`config.mk`:
```
export PLATFORM = sky130hd
export DESIGN_NAME = i2s_tx
export DESIGN_NICKNAME = d
export VERILOG_FILES = /design/src/rtl/i2s_pkg.sv /design/src/rtl/i2s_clkgen.sv /design/src/rtl/i2s_tx.sv
export SDC_FILE = /design/constraint.sdc
export NUM_CORES = 1
export LEC_CHECK = 0
export CORE_UTILIZATION = 45
export CTS_BUF_LIST = sky130_fd_sc_hd__clkbuf_4 sky130_fd_sc_hd__clkbuf_8
export CTS_CLUSTER_DIAMETER = 40
export CTS_CLUSTER_SIZE = 8
export DETAILED_ROUTE_END_ITERATION = 8
export PLACE_DENSITY = 0.73
export SYNTH_ARGS = -nofsm -noshare
export SYNTH_HDL_FRONTEND = slang
export SYNTH_SLANG_ARGS = --single-unit
export TNS_END_PERCENT = 30
```
`constraint.sdc`:
```
create_clock -name clk -period 2.78 [get_ports clk]
set_input_delay 0.417 -clock clk [delete_from_list [all_inputs] [get_ports clk]]
set_output_delay 0.417 -clock clk [all_outputs]
set_load 0.02 [all_outputs]
```
`src/rtl/i2s_pkg.sv`:
```
// Shared definitions for the I2S transmitter family.
// Data formats, frame length helper and counter width helper.
package i2s_pkg;

    localparam int FMT_I2S = 0;
    localparam int FMT_LJ  = 1;

    // BCK cycles in one stereo frame
    function automatic int frame_len(input int slot_bits);
        return 2 * slot_bits;
    endfunction

    // Counter width for a 0..n-1 counter, never below 1 bit
    function automatic int cnt_w(input int n);
        return (n > 1) ? $clog2(n) : 1;
    endfunction

endpackage

```
`src/rtl/i2s_clkgen.sv`:
```
// BCK divider: toggles bck every BCK_DIV clk and flags each edge.
// Ports: clk_i, rst_ni (async, active-low) -> bck_o, fall_stb_o, rise_stb_o.
module i2s_clkgen
    import i2s_pkg::*;
#(
    parameter int BCK_DIV = 4
) (
    input  logic clk_i,
    input  logic rst_ni,
    output logic bck_o,
    output logic fall_stb_o,
    output logic rise_stb_o
);

    localparam int DW = cnt_w(BCK_DIV);
    localparam logic [DW-1:0] DIV_LAST = DW'(BCK_DIV - 1);

    logic [DW-1:0] div_q;
    logic [DW-1:0] div_d;
    logic          bck_q;
    logic          bck_d;
    logic          wrap;

    assign wrap = (div_q == DIV_LAST);

    always_comb begin
        div_d = wrap ? '0 : div_q + DW'(1);
        bck_d = wrap ? ~bck_q : bck_q;
    end

    always_ff @(posedge clk_i or negedge rst_ni) begin
        if (!rst_ni) begin
            div_q <= '0;
            bck_q <= 1'b0;
        end else begin
            div_q <= div_d;
            bck_q <= bck_d;
        end
    end

    // Strobes are high in the clk before bck actually changes,
    // so registers updated on them move together with bck.
    assign fall_stb_o = wrap & bck_q;
    assign rise_stb_o = wrap & ~bck_q;
    assign bck_o      = bck_q;

endmodule

```
`src/rtl/i2s_tx.sv`:
```
// Stereo I2S / left-justified transmitter with one-deep holding register.
// Ports: clk, resetn, left, right, valid -> ready, din, bck, lrck,
//        frame_tick, underrun.
module i2s_tx
    import i2s_pkg::*;
#(
    parameter int SAMPLE_BITS = 16,
    parameter int SLOT_BITS   = 32,
    parameter int BCK_DIV     = 4,
    parameter int FORMAT      = FMT_I2S
) (
    input  logic                   clk,
    input  logic                   resetn,
    input  logic [SAMPLE_BITS-1:0] left,
    input  logic [SAMPLE_BITS-1:0] right,
    input  logic                   valid,
    output logic                   ready,
    output logic                   din,
    output logic                   bck,
    output logic                   lrck,
    output logic                   frame_tick,
    output logic                   underrun
);

    localparam int FL = frame_len(SLOT_BITS);
    localparam int PW = cnt_w(FL);
    localparam logic [PW-1:0] POS_LAST = PW'(FL - 1);
    localparam logic [PW-1:0] SLOT     = PW'(SLOT_BITS);

    logic fall_stb;
    logic unused_rise_stb;

    i2s_clkgen #(
        .BCK_DIV(BCK_DIV)
    ) u_clkgen (
        .clk_i     (clk),
        .rst_ni    (resetn),
        .bck_o     (bck),
        .fall_stb_o(fall_stb),
        .rise_stb_o(unused_rise_stb)
    );

    logic [PW-1:0]          pos_q, pos_d;
    logic [SAMPLE_BITS-1:0] frame_l_q, frame_l_d;
    logic [SAMPLE_BITS-1:0] frame_r_q, frame_r_d;
    logic [SAMPLE_BITS-1:0] hold_l_q, hold_l_d;
    logic [SAMPLE_BITS-1:0] hold_r_q, hold_r_d;
    logic                   ready_q, ready_d;
    logic                   din_q, din_d;
    logic                   lrck_q, lrck_d;
    logic                   tick_q, tick_d;
    logic                   urun_q, urun_d;

    logic [PW-1:0] pos_adv;
    logic [PW-1:0] pos_lead;
    logic          load;
    logic          accept;

    function automatic logic ch_of(input logic [PW-1:0] p);
        return p >= SLOT;
    endfunction

    // Bit sent at frame position p; shifting past the LSB yields the pad zeros.
    function automatic logic bit_at(input logic [PW-1:0]          p,
                                    input logic [SAMPLE_BITS-1:0] l,
                                    input logic [SAMPLE_BITS-1:0] r);
        logic [PW-1:0]          k;
        logic [SAMPLE_BITS-1:0] w;
        k = ch_of(p) ? p - SLOT : p;
        w = ch_of(p) ? r : l;
        w = w << k;
        return w[SAMPLE_BITS-1];
    endfunction

    always_comb begin
        pos_adv  = (pos_q == POS_LAST) ? '0 : pos_q + PW'(1);
        pos_lead = (pos_adv == POS_LAST) ? '0 : pos_adv + PW'(1);
        load     = fall_stb & (pos_q == POS_LAST);
        accept   = valid & ready_q;
    end

    always_comb begin
        pos_d     = pos_q;
        frame_l_d = frame_l_q;
        frame_r_d = frame_r_q;
        hold_l_d  = hold_l_q;
        hold_r_d  = hold_r_q;
        ready_d   = ready_q;
        din_d     = din_q;
        lrck_d    = lrck_q;
        tick_d    = load;
        // Load decision uses the pre-cycle holding state, so a pair
        // accepted on the load cycle waits for the next frame.
        urun_d    = load & ready_q;

        if (load && !ready_q) begin
            frame_l_d = hold_l_q;
            frame_r_d = hold_r_q;
            ready_d   = 1'b1;
        end

        if (accept) begin
            hold_l_d = left;
            hold_r_d = right;
            ready_d  = 1'b0;
        end

        if (fall_stb) begin
            pos_d = pos_adv;
            din_d = bit_at(pos_adv, frame_l_d, frame_r_d);
            // I2S leads the data by one BCK on the word clock
            lrck_d = (FORMAT == FMT_LJ) ? ch_of(pos_adv) : ch_of(pos_lead);
        end
    end

    always_ff @(posedge clk or negedge resetn) begin
        if (!resetn) begin
            pos_q     <= POS_LAST;
            frame_l_q <= '0;
            frame_r_q <= '0;
            hold_l_q  <= '0;
            hold_r_q  <= '0;
            ready_q   <= 1'b1;
            din_q     <= 1'b0;
            lrck_q    <= 1'b0;
            tick_q    <= 1'b0;
            urun_q    <= 1'b0;
        end else begin
            pos_q     <= pos_d;
            frame_l_q <= frame_l_d;
            frame_r_q <= frame_r_d;
            hold_l_q  <= hold_l_d;
            hold_r_q  <= hold_r_d;
            ready_q   <= ready_d;
            din_q     <= din_d;
            lrck_q    <= lrck_d;
            tick_q    <= tick_d;
            urun_q    <= urun_d;
        end
    end

    assign ready      = ready_q;
    assign din        = din_q;
    assign lrck       = lrck_q;
    assign frame_tick = tick_q;
    assign underrun   = urun_q;

endmodule

```
==> flow_summary.toml, run 1 <==
[die]
core_um2 = 7848
die_h_um = 92.80
die-area_um2 = 8611
rows = 32
die_width_um = 92.80
io_pins = 41
start_util_pct = 47.27

[clocking]
cts.sinks = 78
cts_setup_buffers = 0
cts_resized = 0
cts_made_buffers = 9
h-tree-depth = 3
clockBufferDepth = 2
cts-root-buf = "clkbuf_8"
postCtsHoldBufs = 0
clk_latency_ns = 0.34
cts_tree = "built"
clkSlewWorstSetupHoldPaths_ns = 0.08

[power]
p_sw_mw = 0.4193
pwr-share-comb_pct = 3.3
p_per_area_nw_per_um2 = 457.9
intPower_mw = 1.621
power_frac_seq_pct = 55.6
sw_frac_of_total_pct = 20.55
power.share.clock_pct = 41.1
peakVddDrop_mv = 0.3570
p_leak_nw = 2.109

[global_route]
grt_pass1_vias = 2691
gr-usage-met2_pct = 32.29
grt_max_degree = 79
use_met3_pct = 3.530
grt_pass1_wl_um = 13480
track_usage_pct = 20.63
antenna_found_initial = 0
busiest_layer = "met2"
use_met1_pct = 28.84
overflow = 0

[setup_path]
critPathTopFamily = "compound AO/OA/AOI/OAI gates"
critPathLaunchType = "flip-flop"
path_cells = "ha_1 > a21oi_1 > nor3_4 > nor2_4 > mux2i_1 > a211oi_1 > a2111oi_2 > a31oi_1"
cp_slowest_stage_delay_ns = 0.41
crit_type = "flip-flop to flip-flop"
critPathLaunch = "pos_q[1]"
cp_max_fo = 11
critPathCaptureType = "flip-flop"
critPathBufInv = 0
cp_slowest_cell = "dfstp_2"
required_ns = 3.00
r2r_start = "pos_q[1]"
critPathArrivalTime_ns = 2.78

[finish]
final_nets = 448
final_common_cell = "nand2_1"
fillers = 715
antenna_cells = 0
multi_input_area_um2 = 1635
layout_common_cells = "nand2_1 (121), dfrtp_1 (71), clkdlybuf4s50_1 (39)"
area_delta_synth_final_pct = 20.10
drive_gt1_share_pct = 19.76
seq_area_um2 = 1961
final_cells = 517

[placement]
dp_hpwl_um = 5823
gp_congestion = 0.9826
io_buffers = 40
dp.cells = 501

[timing]
worst_pin_slew_ns = 0.9342
maxSlewViolCount = 0
finalSetupTns_ns = 0
rsz0062_at_grt = "no"
setup_violations = 0
hold_viol_final = 0
slew_headroom_pct = 37.72
min_period_ns = 2.561
fmax_mhz = 390.4
clock_skew_ns = 0.008878
post-route-period-util_pct = 92.13

[route]
via_per_inst = 5.308
wirelength_um = 7934
drtPass1Iterations = 4
antenna_left = 0
drcViolationCount = 0
drtIter0Drc = 165
routedWlPerCell_um = 15.35
num_vias = 2744

[logic_synthesis]
syn_area_um2 = 3710
yosysWarnings = 0
yosys.area_share.adder_pct = 1.012
yosysSeqAreaShare_pct = 52.85
synth_compound_area_share_pct = 9.578
synth_top_family_by_area = "simple AND/OR/NAND/NOR gates"
async_flop_share_pct = 100.0
syn_inst = 363
synth.largest_area_cell = "dfrtp_1"
synthMuxAreaShare_pct = 12.72
ys_ff_latch = 78
synth.top_cell.area_share_pct = 47.89
syn_area_per_cell_um2 = 10.22
synth.distinct_cells = 51
synth-simple-area-share_pct = 19.16
synthXorXnorAreaFrac_pct = 1.619
ys.flop_type = "dfrtp_1"
synth_edf_count = 0
synth_area_leaders = "dfrtp_1 (48%), nand2_1 (12%), mux2_2 (10%)"
syn_nets = 401

[hold_path]
hp-class = "primary input to asynchronous set/reset pin"

[job]
maxCapViolCount = 0

[status]
status = "completed"
-- cell families (layout without fill, tap and decap cells) --
| kind of cell | Yosys count | in the layout |
|---|---|---|
| AO/OA/AOI/OAI | 50 | 50 |
| adder cells (fa/ha/maj) | 3 | 3 |
| buffers and inverters | 22 | 74 |
| XOR/XNOR | 6 | 6 |
| AND/OR/NAND/NOR | 161 | 161 |
| flip-flops | 78 | 78 |
| multiplexers | 43 | 43 |
-- final timing paths --
kind                                endpoint  slack (ns)  cells past startpoint
hold / removal                u_clkgen.bck_o        0.22                      1
min in group clk           u_clkgen.div_q[0]        0.42                      1
max in group asynchronous       frame_r_q[8]        1.95                      1
setup reg to reg                         din        0.22                      8
hold reg to reg            u_clkgen.div_q[0]        0.42                      1
setup / recovery                         din        0.22                      8
-- state kept, by name (all words and copies together), names as in the netlist --
register / cells
frame_l_q: 16
hold_r_q: 16
underrun: 1
lrck: 1
frame_tick: 1
frame_r_q: 16
u_clkgen.div_q: 2
u_clkgen.bck_o: 1
hold_l_q: 16
din: 1
ready: 1
pos_q: 6
-- area by class of cell --
type	count	area share, %
Sequential cell	78	44.00
Multi-Input combinational cell	263	36.70
Timing Repair Buffer	55	11.74
Clock buffer	12	3.286
Tap cell	102	2.864
Clock inverter	4	1.151
Inverter	3	0.2527
-- routing by layer --
| metal | vias to the layer above | share of wire, % |
|---|---|---|
| met3 | 9 | 4.2 |
| met1 | 1341 | 47 |
| li1 | 1331 | - |
| met4 | 0 | 1.3 |
| met5 | - | 0 |
| met2 | 63 | 47 |
-- cell usage after synthesis, drive strengths merged (3+ instances only) --
master	number
nand2	122
dfrtp	71
mux2	33
o21ai	15
nand3	14
buf	12
nor2	11
mux2i	10
clkbuf	7
dfstp	7
a211oi	6
a21oi	6
a31oi	3
and2	3
ha	3
inv	3
nor3	3
nor4	3
xnor2	3
xor2	3
-- power by group through the flow --
stage | combinational [mW] | sequential (mW) | clock (mW)
after floorplan | 0.000506 | 1.16 | 0
after global placement | 0.0682 | 1.16 | 0
after detailed placement | 0.0693 | 1.16 | 0
after CTS | 0.0694 | 1.13 | 0.868
after global routing | 0.0754 | 1.13 | 0.910
final | 0.0668 | 1.13 | 0.839
-- through the flow --
| stage | utilization, % | cell area, um2 | total power, mW | setup WS [ns] | hold WS (ns) |
|---|---|---|---|---|---|
| 2_1_floorplan | - | 3710 | 1.157 | 0.5917 | 0.1214 |
| 3_3_place_gp | 54.26 | 4258 | 1.224 | 0.3036 | 0.4142 |
| 3_5_place_dp | 54.26 | 4258 | 1.225 | 0.2342 | 0.4156 |
| 4_1_cts | 56.78 | 4456 | 2.071 | 0.2140 | 0.2477 |
| 5_1_grt | 56.78 | 4456 | 2.119 | 0.01601 | 0.3035 |
| 6_report | 56.78 | 4456 | 2.040 | 0.2188 | 0.2244 |
-- worst register-to-register path, cell delays in order, from the launching register on --
cell and delay [ns]:
dfstp_2 0.41, ha_1 0.31, a21oi_1 0.38, nor3_4 0.10
nor2_4 0.33, mux2i_1 0.30, a211oi_1 0.13, a2111oi_2 0.37
a31oi_1 0.12
Note: power is estimated with default switching activity, not from simulation.
==> run 2: changes to the inputs <==
Settings changed: ABC_AREA set to 1.
==> run 2 against run 1 <==
Net effect:
- synthesized cell count is 15% higher
- utilization decreased by 1.5 points
- combinational power increased by 98%
- clock skew up 0.0036 ns
- flip-flop and latch count stayed put
- sequential share of layout area increased by 1.7 points
- global-route usage is 0.19 points higher
- power rose by 8.0%
- critical path type unchanged
- critical endpoint unchanged
==> flow_summary.toml, run 2 <==
[global_route]
grt_pass1_wl_um = 13570
use_met1_pct = 28.77
antenna_found_initial = 0
gr-usage-met2_pct = 31.89
use_met3_pct = 4.146
grt_pass1_vias = 2838
overflow = 0
track_usage_pct = 20.81
grt_max_degree = 79
busiest_layer = "met2"

[die]
rows = 32
core_um2 = 7767
die_h_um = 91.66
start_util_pct = 46.57
die_width_um = 91.66
io_pins = 41
die-area_um2 = 8401

[logic_synthesis]
synthMuxAreaShare_pct = 3.424
synth.distinct_cells = 25
synth_edf_count = 0
syn_nets = 456
synth.top_cell.area_share_pct = 49.12
yosysWarnings = 0
yosysMostFrequentCell = "nand2_1"
synthTopCellsByCount = "nand2_1 (85), dfrtp_1 (71), inv_1 (50), nand3_1 (45), nor2_1 (35)"
syn_area_per_cell_um2 = 8.654
ys.flop_type = "dfrtp_1"
ys_ff_latch = 78
synth-simple-area-share_pct = 27.50
synth_compound_area_share_pct = 5.154
synth.largest_area_cell = "dfrtp_1"
syn_inst = 418
synth_top_family_by_area = "simple AND/OR/NAND/NOR gates"
synth_area_leaders = "dfrtp_1 (49%), nand2_1 (8.8%), nand3_1 (6.2%)"
syn_area_um2 = 3617
yosys.area_share.adder_pct = 1.038
yosysSeqAreaShare_pct = 54.20
async_flop_share_pct = 100.0
synthXorXnorAreaFrac_pct = 0

[route]
drtPass1Iterations = 5
antenna_left = 0
num_vias = 2829
routedWlPerCell_um = 13.45
drcViolationCount = 0
wirelength_um = 7570
via_per_inst = 5.025
drtIter0Drc = 177

[timing]
worst_slack_ns = 0.4461
hold_viol_final = 0
setup_violations = 0
worst_pin_slew_ns = 0.9497
maxSlewViolCount = 0
min_period_ns = 2.334
rsz0062_at_grt = "no"
finalSetupTns_ns = 0
slew_headroom_pct = 36.68
post-route-period-util_pct = 83.95
hold-worst-slack_ns = 0.1961
clock_skew_ns = 0.01252
fmax_mhz = 428.5

[clocking]
cts-root-buf = "clkbuf_8"
clkSlewWorstSetupHoldPaths_ns = 0.08
clockBufferDepth = 2
h-tree-depth = 3
cts.sinks = 78
cts_setup_buffers = 0
cts_made_buffers = 9
postCtsHoldBufs = 0
cts_tree = "built"
cts_resized = 0
clk_latency_ns = 0.36

[setup_path]
r2r-end = "din"
reg2regPathDepth = 14
crit_type = "flip-flop to flip-flop"
critPathLaunch = "pos_q[0]"
cp_max_fo = 18
r2r_start = "pos_q[0]"
r2r_setup_slack_ns = 0.45
critPathArrivalTime_ns = 2.58
critPathCaptureType = "flip-flop"
critPathLaunchType = "flip-flop"
required_ns = 3.03

[finish]
area_delta_synth_final_pct = 18.64
drive_gt1_share_pct = 10.85
fin_util_pct = 55.25
final_nets = 494
layout_common_cells = "nand2_1 (85), dfrtp_1 (71), inv_1 (50)"
antenna_cells = 0
final_area_um2 = 4292
final_common_cell = "nand2_1"
final_cells = 563

[power]
p_per_area_nw_per_um2 = 513.4
p_leak_nw = 2.117
peakVddDrop_mv = 0.3333
total_power_mw = 2.203

[status]
status = "completed"

[placement]
io_buffers = 40
dp_slack_ns = 0.4702
gp_congestion = 0.8772
dp.cells = 547
placed_cell_area_um2 = 4088
dp_hpwl_um = 5148

[hold_path]
hp-class = "primary input to asynchronous set/reset pin"

[job]
maxCapViolCount = 0
==> run 2: final cells by class <==
| cell class | count | area [um2] |
|---|---|---|
| clock buffer | 11 | 145.1 |
| clock inverter | 5 | 58.81 |
| fill | 726 | 3476 |
| inverter | 53 | 198.9 |
| multi-input combinational | 266 | 1343 |
| sequential | 78 | 1961 |
| tap | 102 | 127.6 |
| timing repair buffer | 48 | 457.9 |
==> run 2: cells by family after synthesis <==
kind of cell / after synthesis
mux: 11
buf+inv: 74
flops: 78
compound gates: 37
simple gates: 215
fa+ha+maj: 3
==> run 2: where the power goes <==
group	internal [mW]	switching [mW]	total (mW)
combinational	0.0695	0.0628	0.132
sequential	1.19	0.0186	1.21
clock	0.449	0.416	0.865
==> run 2: how the worst max path moves through the flow <==
stage,endpoint,slack [ns]
2_1_floorplan,din,0.83
3_3_place_gp,din,0.52
3_5_place_dp,din,0.47
4_1_cts,din,0.45
5_1_grt,din,0.20
6_report,din,0.45
==> run 2: worst max-delay path: stages (launching register included) <==
cell	delay, ns
dfstp_2	0.58
ha_1	0.22
nand2_1	0.11
o21ai_1	0.14
nand2_1	0.08
nand2_2	0.29
inv_2	0.22
nand2_1	0.14
nand3_1	0.07
nand3_1	0.09
nand2_1	0.05
nor2_1	0.08
nor2_1	0.04
nand2_1	0.05
nand2_1	0.04
==> run 2: per-layer routing <==
metal,vias to the layer above,part of all wire [%]
met5,-,0
met4,0,1.4
met3,10,4.9
met2,74,47
met1,1318,47
li1,1427,-
==> run 3: changes to the inputs <==
Clock period 2.78 ns to 2.4 ns, I/O delays scaled along.
==> run 3 against run 2 <==
Net effect:
- design area increased by 2.1%
- clock-buffer cell count unchanged
- utilization increased by 1.1 points
- largest power group unchanged
- critical path depth decreased by 1
==> flow_summary.toml, run 3 (same netlist as run 2, synthesis figures left out) <==
[route]
num_vias = 2937
antenna_left = 0
wirelength_um = 7994
drtIter0Drc = 203
drcViolationCount = 0
routedWlPerCell_um = 14.02
via_per_inst = 5.153
drtPass1Iterations = 4

[timing]
worst_slack_ns = 0.2059
rsz0062_at_grt = "no"
hold_viol_final = 0
fmax_mhz = 455.8
finalSetupTns_ns = 0
post-route-period-util_pct = 91.42
min_period_ns = 2.194
hold-worst-slack_ns = 0.4395
clock_skew_ns = 0.007926
maxSlewViolCount = 0
worst_pin_slew_ns = 0.5206
slew_headroom_pct = 65.29
setup_violations = 0

[hold_path]
hp-start = "u_clkgen.div_q[0]"
hp-class = "flip-flop to flip-flop"

[clocking]
h-tree-depth = 3
cts_setup_buffers = 0
clk_latency_ns = 0.35
clkSlewWorstSetupHoldPaths_ns = 0.08
cts_made_buffers = 9
cts_tree = "built"
clockBufferDepth = 2
cts.sinks = 78
cts-root-buf = "clkbuf_8"

[finish]
fillers = 737
final_common_cell = "nand2_1"
layout_common_cells = "nand2_1 (85), dfrtp_1 (71), inv_1 (50)"
final_area_um2 = 4380
drive_gt1_share_pct = 12.39
final_nets = 501
fin_util_pct = 56.39
antenna_cells = 0
area_delta_synth_final_pct = 21.10

[setup_path]
critPathLaunchType = "flip-flop"
cp_max_fo = 18
required_ns = 2.64
critPathArrivalTime_ns = 2.44
crit_type = "flip-flop to flip-flop"
r2r_start = "pos_q[0]"
critPathCaptureType = "flip-flop"
critPathLaunch = "pos_q[0]"

[global_route]
busiest_layer = "met2"
grt_max_degree = 54
gr-usage-met2_pct = 35.46
grt_pass1_vias = 3054
antenna_found_initial = 0
overflow = 0
use_met3_pct = 2.736
track_usage_pct = 21.74
grt_pass1_wl_um = 14240
use_met1_pct = 29.00

[placement]
dp_hpwl_um = 5587
gp_congestion = 0.9057
dp_slack_ns = 0.1937
io_buffers = 40
placed_cell_area_um2 = 4145

[die]
io_pins = 41
start_util_pct = 46.57
die_width_um = 91.66
rows = 32
core_um2 = 7767
die-area_um2 = 8401
die_h_um = 91.66

[status]
status = "completed"

[power]
p_leak_nw = 2.176
peakVddDrop_mv = 0.3482
p_per_area_nw_per_um2 = 597.3

[job]
maxCapViolCount = 0
[run 3: worst max-delay path, stage by stage, from the launching register on]
cell and delay (ns):
dfstp_2 0.56, ha_1 0.21, nand3_2 0.11, nor2_2 0.14, buf_4 0.25, nor2_2 0.06
inv_1 0.22, nand3_1 0.13, nand3_1 0.11, nand3_1 0.08, nand2_1 0.08, nand2_1 0.05
nand2_1 0.05, nand2_1 0.04
[run 3: final timing paths]
| path | endpoint | slack, ns | cells after the start |
|---|---|---|---|
| worst max-delay path | din | 0.21 | 13 |
| worst min-delay path | u_clkgen.div_q[0] | 0.44 | 1 |
| worst max register to register | din | 0.21 | 13 |
| worst min register to register | u_clkgen.div_q[0] | 0.44 | 1 |
| max in group asynchronous | pos_q[1] | 1.17 | 3 |
| min in group asynchronous | hold_r_q[0] | 0.53 | 2 |
[run 3: cell type report]
class                      instances  area [um2]  share of cell area, %
inverter                          53       198.9                  4.542
timing repair buffer              55       529.3                  12.08
tap                              102       127.6                  2.913
multi-input combinational        266        1350                  30.82
sequential                        78        1961                  44.76
clock buffer                      11       138.9                  3.171
clock inverter                     5       75.07                  1.714
[run 3: metal layers]
layer / wire length (um) / vias up / share of wire [%]
met5: 0 / - / 0
met4: 202 / 0 / 2.5
met3: 400 / 13 / 5.0
met2: 3808 / 86 / 48
met1: 3582 / 1399 / 45
li1: - / 1439 / -
[run 3: per-stage QoR]
step	instances	power, mW
after floorplan	418	1.476
after global routing	570	2.722
after global placement	553	1.576
final	570	2.617
after detailed placement	553	1.585
after CTS	570	2.646
[run 3: power breakdown]
part / internal [mW] / switching (mW) / leakage [nW]
Combinational: 0.0849 / 0.0742 / 1.09
Clock: 0.604 / 0.455 / 0.114
Sequential: 1.38 / 0.0223 / 0.972
[run 3: what timing repair did]
item	4_1_cts	5_1_grt
resized for setup	0	3
endpoints found under the setup margin	0	1
hold endpoints to repair	22	0
hold buffers	1	0
